<file path="config.mk">
export PLATFORM = sky130hd
export DESIGN_NAME = sw_cfg_ctrl_flat
export DESIGN_NICKNAME = d
export VERILOG_FILES = /design/src/rtl/sw_cfg_ctrl_if.sv /design/src/rtl/sw_cfg_ctrl.sv /design/src/flat_wrapper.sv
export SDC_FILE = /design/constraint.sdc
export NUM_CORES = 1
export LEC_CHECK = 0
export ABC_CLOCK_PERIOD_IN_PS = 8580
export CORE_ASPECT_RATIO = 0.9
export CORE_MARGIN = 2
export CORE_UTILIZATION = 30
export CTS_BUF_LIST = sky130_fd_sc_hd__clkbuf_4 sky130_fd_sc_hd__clkbuf_8 sky130_fd_sc_hd__clkbuf_16
export CTS_CLUSTER_DIAMETER = 200
export DETAILED_ROUTE_END_ITERATION = 7
export PLACE_DENSITY = 0.57
export SLEW_MARGIN = 20
export SYNTH_ARGS = -nofsm -noshare
export SYNTH_HDL_FRONTEND = slang
export SYNTH_SLANG_ARGS = --single-unit
</file>
<file path="constraint.sdc">
create_clock -name clk -period 8.58 [get_ports clk]
set_input_delay 1.287 -clock clk [delete_from_list [all_inputs] [get_ports clk]]
set_output_delay 1.287 -clock clk [all_outputs]
set_load 0.005 [all_outputs]
</file>
<file path="src/rtl/sw_cfg_ctrl_if.sv">
// Host-side register bus for sw_cfg_ctrl: word writes into the shadow register
// and the commit request that arms it for the next frame boundary.
interface sw_cfg_ctrl_if #(
    parameter int WORD_W = 32,
    parameter int NWORDS = 4
);
    localparam int AW = (NWORDS > 1) ? $clog2(NWORDS) : 1;

    logic              wr_valid;
    logic              wr_ready;
    logic [AW-1:0]     wr_addr;
    logic [WORD_W-1:0] wr_data;
    logic              commit_valid;
    logic              commit_ready;

    modport master (
        output wr_valid,
        output wr_addr,
        output wr_data,
        output commit_valid,
        input  wr_ready,
        input  commit_ready
    );

    modport slave (
        input  wr_valid,
        input  wr_addr,
        input  wr_data,
        input  commit_valid,
        output wr_ready,
        output commit_ready
    );
endinterface

</file>
<file path="src/rtl/sw_cfg_ctrl.sv">
// Crossbar switch-vector sequencer: stages a new pattern in a shadow register and
// swaps it onto sw only at a frame boundary, then blanks the output while it settles.
module sw_cfg_ctrl #(
    parameter int              SW_W      = 128,
    parameter int              WORD_W    = 32,
    parameter int              NWORDS    = 4,
    parameter int              FRAME_LEN = 196,
    parameter int              SETTLE    = 2,
    parameter logic [SW_W-1:0] SW_RST    = '0
) (
    input  logic             clk,
    input  logic             rst,
    sw_cfg_ctrl_if.slave     bus,
    input  logic             sync_in,
    output logic [SW_W-1:0]  sw,
    output logic             sw_update,
    output logic             blank,
    output logic             armed,
    output logic             err_incomplete
);
    localparam int FW = (FRAME_LEN > 1) ? $clog2(FRAME_LEN) : 1;

    localparam logic [1:0] ST_IDLE   = 2'd0;
    localparam logic [1:0] ST_ARMED  = 2'd1;
    localparam logic [1:0] ST_SETTLE = 2'd2;

    logic [1:0]        state;
    logic [FW-1:0]     fcnt;
    logic [3:0]        scnt;
    logic [NWORDS-1:0] mask;
    logic [SW_W-1:0]   shadow;
    logic              boundary;
    logic              wr_fire;
    logic              cm_fire;
    logic              frame_end;

    assign frame_end = (fcnt == FW'(FRAME_LEN - 1));
    assign boundary  = frame_end || sync_in;
    assign wr_fire   = bus.wr_valid && (state == ST_IDLE);
    assign cm_fire   = bus.commit_valid && (state == ST_IDLE);

    // Handshake and status flags decode the state register only, so no input
    // reaches an output without passing through a flop.
    assign bus.wr_ready     = (state == ST_IDLE);
    assign bus.commit_ready = (state == ST_IDLE);
    assign armed            = (state == ST_ARMED);
    assign blank            = (state == ST_SETTLE);

    always_ff @(posedge clk or posedge rst) begin
        if (rst) begin
            fcnt <= '0;
        end else if (sync_in || frame_end) begin
            fcnt <= '0;
        end else begin
            fcnt <= fcnt + 1'b1;
        end
    end

    always_ff @(posedge clk or posedge rst) begin
        if (rst) begin
            shadow <= '0;
        end else if (wr_fire) begin
            shadow[int'(bus.wr_addr)*WORD_W +: WORD_W] <= bus.wr_data;
        end
    end

    // Writes are only accepted in IDLE, so they never collide with the clear on apply.
    always_ff @(posedge clk or posedge rst) begin
        if (rst) begin
            mask <= '0;
        end else if ((state == ST_ARMED) && boundary) begin
            mask <= '0;
        end else if (wr_fire) begin
            mask[bus.wr_addr] <= 1'b1;
        end
    end

    always_ff @(posedge clk or posedge rst) begin
        if (rst) begin
            state          <= ST_IDLE;
            scnt           <= '0;
            sw             <= SW_RST;
            sw_update      <= 1'b0;
            err_incomplete <= 1'b0;
        end else begin
            sw_update      <= 1'b0;
            err_incomplete <= 1'b0;
            case (state)
                ST_IDLE: begin
                    // The mask is sampled before any same-cycle write lands.
                    if (cm_fire) begin
                        if (mask == {NWORDS{1'b1}}) begin
                            state <= ST_ARMED;
                        end else begin
                            err_incomplete <= 1'b1;
                        end
                    end
                end
                ST_ARMED: begin
                    if (boundary) begin
                        sw        <= shadow;
                        sw_update <= 1'b1;
                        scnt      <= 4'(SETTLE);
                        state     <= ST_SETTLE;
                    end
                end
                ST_SETTLE: begin
                    if (scnt <= 4'd1) begin
                        state <= ST_IDLE;
                    end else begin
                        scnt <= scnt - 1'b1;
                    end
                end
                default: begin
                    state <= ST_IDLE;
                end
            endcase
        end
    end
endmodule

</file>
<file path="src/flat_wrapper.sv">
// flat-port wrapper written by rule: the top's interface ports become plain ports
module sw_cfg_ctrl_flat 
#(
    parameter int              SW_W      = 128,
    parameter int              WORD_W    = 32,
    parameter int              NWORDS    = 4,
    parameter int              FRAME_LEN = 196,
    parameter int              SETTLE    = 2,
    parameter logic [SW_W-1:0] SW_RST    = '0
)
  (clk, rst, sync_in, sw, sw_update, blank, armed, err_incomplete, bus_wr_valid, bus_wr_addr, bus_wr_data, bus_commit_valid, bus_wr_ready, bus_commit_ready);
  sw_cfg_ctrl_if #(.WORD_W(WORD_W), .NWORDS(NWORDS)) bus_i ();
  input  logic clk;
  input  logic rst;
  input  logic sync_in;
  output logic [SW_W-1:0] sw;
  output logic sw_update;
  output logic blank;
  output logic armed;
  output logic err_incomplete;
  input wire logic [$bits(bus_i.wr_valid)-1:0] bus_wr_valid;
  input wire logic [$bits(bus_i.wr_addr)-1:0] bus_wr_addr;
  input wire logic [$bits(bus_i.wr_data)-1:0] bus_wr_data;
  input wire logic [$bits(bus_i.commit_valid)-1:0] bus_commit_valid;
  output wire logic [$bits(bus_i.wr_ready)-1:0] bus_wr_ready;
  output wire logic [$bits(bus_i.commit_ready)-1:0] bus_commit_ready;
  assign bus_i.wr_valid = bus_wr_valid;
  assign bus_i.wr_addr = bus_wr_addr;
  assign bus_i.wr_data = bus_wr_data;
  assign bus_i.commit_valid = bus_commit_valid;
  assign bus_wr_ready = bus_i.wr_ready;
  assign bus_commit_ready = bus_i.commit_ready;
  sw_cfg_ctrl #(.SW_W(SW_W), .WORD_W(WORD_W), .NWORDS(NWORDS), .FRAME_LEN(FRAME_LEN), .SETTLE(SETTLE), .SW_RST(SW_RST)) u_core (.clk(clk), .rst(rst), .bus(bus_i), .sync_in(sync_in), .sw(sw), .sw_update(sw_update), .blank(blank), .armed(armed), .err_incomplete(err_incomplete));
endmodule
</file>
==> key figures <==
Setup path
  – CP Data Arrival Time: around 4300 ps
  – Max stage delay on crit path: 800 ps
  – Max FO, Critical Path: 64
  – Worst setup EP type: register
  – Reg2Reg Setup Slack: 4690 ps
  – CP Cell Sequence: ha_1, nand4b_1, o41ai_4, nand2_4, inv_4, buf_4, mux2_2
  – RR Endpoint: u_core.sw[116]
  – Delay-heaviest family, CP: buffers and inverters
  – Worst R2R Path Depth: 7
  – Worst path slowest cell: buf_4
  – Startpoint Class: register
  – WP data required: roughly 9000 ps
  – Worst r2r src: u_core.fcnt[0]
  – Setup Crit Path Kind: register to register
  – Crit path buf inv count: 2

Global route
  – First-pass GRT wire length: between 40000 and 50000 um
  – GRT overflow: 0
  – M2 GR Usage: roughly 23%
  – Total track usage: between 10 and 15%
  – Initial antenna violation count: 0
  – Met1 Use GR: about a fifth
  – Number of global-route vias before repair: 7198
  – GR Layer Usage met3: roughly 2.7%
  – Top Usage Layer GRT: met2
  – Largest net degree at the start of global routing: 155

Place
  – PortBufs: around 170
  – DP HPWL: approximately 17000 um
  – RD Place Congestion: between 0.7 and 0.8
  – Inst Count DP: between 1500 and 2000
  – Area after DPL: about 0.013 mm2

Cells and area
  – Fraction of layout instances using a drive strength above 1: 13.8%
  – Fin nets: 1139
  – Layout fillers: about 3400
  – Layout Cells excl Fill: about 1600
  – Finished Cell Area: 0.0140 mm2
  – N_diodes: 0
  – Layout area overhead: 29.8%

Logic synthesis
  – Leading area contributor after synthesis: dfrtp_1
  – Post-synth EDFFs: 0
  – Post-Syn Nets: roughly 970
  – Register bit count reported by yosys: ~280
  – Synth unique cells: 36
  – Post-synth top area share: about 64%
  – Largest cells by area after synthesis: dfrtp_1 64%, nand2_1 9.1%, mux2_2 7.6%
  – Yosys warnings: 0
  – Avg Cell Area, Syn: around 12 um2
  – FFs w/ async S/R, synth: 100%
  – Most frequent cells after synthesis: 276 x dfrtp_1, 263 x nand2_1, 129 x o21ai_0, 73 x mux2_2, 55 x mux2_1
  – Post-synthesis cell count: 923
  – Most common flop cell mapped by yosys: dfrtp_1
  – Sequential fraction of the synthesis area: between 60 and 70%
  – Count leader, synth: dfrtp_1
  – Synthesized area: 0.0108 mm2

Power
  – Combinational power share: between 20% and 30%
  – Tot Pwr: 4.05 mW
  – P per Cell Area: a little under 300 mW/mm2
  – Peak VDD IR: 0.131 mV
  – Sequential share of power: about 45%
  – Part of the power in the clock network: roughly 33%
  – Cell internal pwr: 2.98 mW
  – Sw Pwr: roughly 1.1 mW
  – Switch share: 26.5%
  – LEAKAGE: 6.40 nW

Drt
  – Final ANT Viol Nets: 0
  – WL/cell: about 17 um
  – Total wire length: between 20000 and 30000 um
  – DR pass1 iterations: 5
  – Drt first-iter violations: roughly 440
  – Via count: about 7000
  – Vias per cell: between 4 and 5
  – DRC errors left: 0

Min path
  – HP Start: u_core.shadow[103]
  – Hold Path Class: register to register
  – WHS Endpoint: u_core.shadow[103]
  – Hold path cells: 2

Die
  – Core box area: between 0.03 and 0.04 mm2
  – Die Ht: around 180 um
  – Die width: 204 um
  – Die area: 0.0376 mm2
  – Rows: 65
  – Starting Density: 30.6%
  – I/O pin count: 173

Timing
  – RSZ-0062 raised after global routing: false
  – Final setup violation count: 0
  – Setup_tns: 0 ps
  – Transition time of the tightest slew-check pin: 957 ps
  – Tmin final: 3890 ps
  – F_max: between 0.2 and 0.3 GHz
  – Slew Viols, Final: 0
  – Tcrit/Tclk final: 45.3%
  – Max-Slew Margin vs Limit: about 36%
  – Worst Hold Slack: roughly 470 ps
  – Final count of hold timing violations: 0
  – Clock Skews: roughly 7.9 ps

Clock network
  – CTS clock-pin slew for the worst setup and hold paths: 60 ps
  – Clock Path Buffers: 3
  – Num CTS Buffers: 30
  – H-tree depth: 1
  – TritonCTS clock tree: yes
  – Root Buffer: clkbuf_16
  – # clock sinks: around 280
  – Clk_lat worst skew: between 500 and 600 ps
  – Post-CTS Hold Buffers: 0
  – Total setup buffers inserted after CTS: 0
  – Post_cts resized: 0

Run status
  – Status: finished, final reports clean

Flow run
  – MaxCap Viol Count: 0
==> cells in the final DEF, fill, tap and decap left out, drive strengths merged, types with 2 or more instances in the layout <==
cell type      instances
nand2                264
a21oi                  4
clkinv                 4
o21ai                129
nor3                   2
and3                   3
xor2                   4
bufinv                 2
clkbuf                46
dfrtp                276
nand3                  7
nor2                  12
clkdlybuf4s50        172
nand4                  3
nor3b                  4
nand2b                 2
xnor2                  2
ha                    10
buf                   14
and2                   2
inv                    8
mux2i                  2
mux2                 128
==> worst min-delay path, delay by kind of cell, from the launching register on <==
family,cells,cell delay [ps]
flops,1,340
compound gates,1,60
simple gates,1,40
==> through the flow <==
stage               setup WS [ps]  utilization, %
floorplan                    3640               -
global placement             4090            36.8
detailed placement           4030            36.8
CTS                          4580            39.7
global route                 4350            39.7
finish                       4690            39.7
==> how the worst max path moves through the flow <==
stage	startpoint	end	slack (ps)	cells past startpoint
2_1_floorplan	rst	u_core.err_incomplete	3640	1
3_3_place_gp	sync_in	u_core.sw[115]	4090	7
3_5_place_dp	sync_in	u_core.sw[116]	4030	7
4_1_cts	u_core.fcnt[0]	u_core.sw[116]	4580	7
5_1_grt	u_core.fcnt[0]	u_core.sw[116]	4350	7
6_report	u_core.fcnt[0]	u_core.sw[116]	4690	7
==> kinds of logic (layout without fill, tap and decap cells) <==
group,count (synthesis),after routing,synth area share [%]
multiplexers,130,130,13.5
AO/OA/AOI/OAI,140,140,6.89
AND/OR/NAND/NOR,301,301,11.1
adder cells (fa/ha/maj),10,10,1.16
buffers and inverters,60,247,2.91
XOR/XNOR,6,6,0.486
flip-flops,276,276,63.9
==> layout make-up <==
| class | instances | area (um2) | share of cell area (%) |
|---|---|---|---|
| repair buffers | 186 | 1840 | 13.1 |
| flip-flops and latches | 276 | 6910 | 49.3 |
| clock inverters | 6 | 83.8 | 0.598 |
| well taps | 469 | 587 | 4.18 |
| inverters | 9 | 40.0 | 0.286 |
| clock buffers | 46 | 951 | 6.78 |
| multi-input cells | 587 | 3610 | 25.8 |
==> layer usage <==
layer / wire length [um] / share of wire, % / vias to the layer above
li1: - / - / 3414
met3: 1460 / 5.5 / 36
met2: 12000 / 45 / 163
met5: 0 / 0 / -
met1: 12800 / 48 / 3536
met4: 444 / 1.7 / 0
==> registers in the layout, indices dropped and copies added (netlist names) <==
register	cells
u_core.err_incomplete	1
u_core.fcnt	8
u_core.mask	4
u_core.scnt	4
u_core.shadow	128
u_core.state	2
u_core.sw	128
u_core.sw_update	1
==> power groups by stage <==
stage,logic [mW],clock network [mW],registers [mW]
after floorplan,0.422,0,1.78
after global placement,0.928,0,1.82
after detailed placement,0.947,0,1.83
after CTS,0.951,1.37,1.81
after global routing,1.02,1.42,1.84
final,0.929,1.32,1.80
No activity file was read; power rests on OpenSTA's default activity.
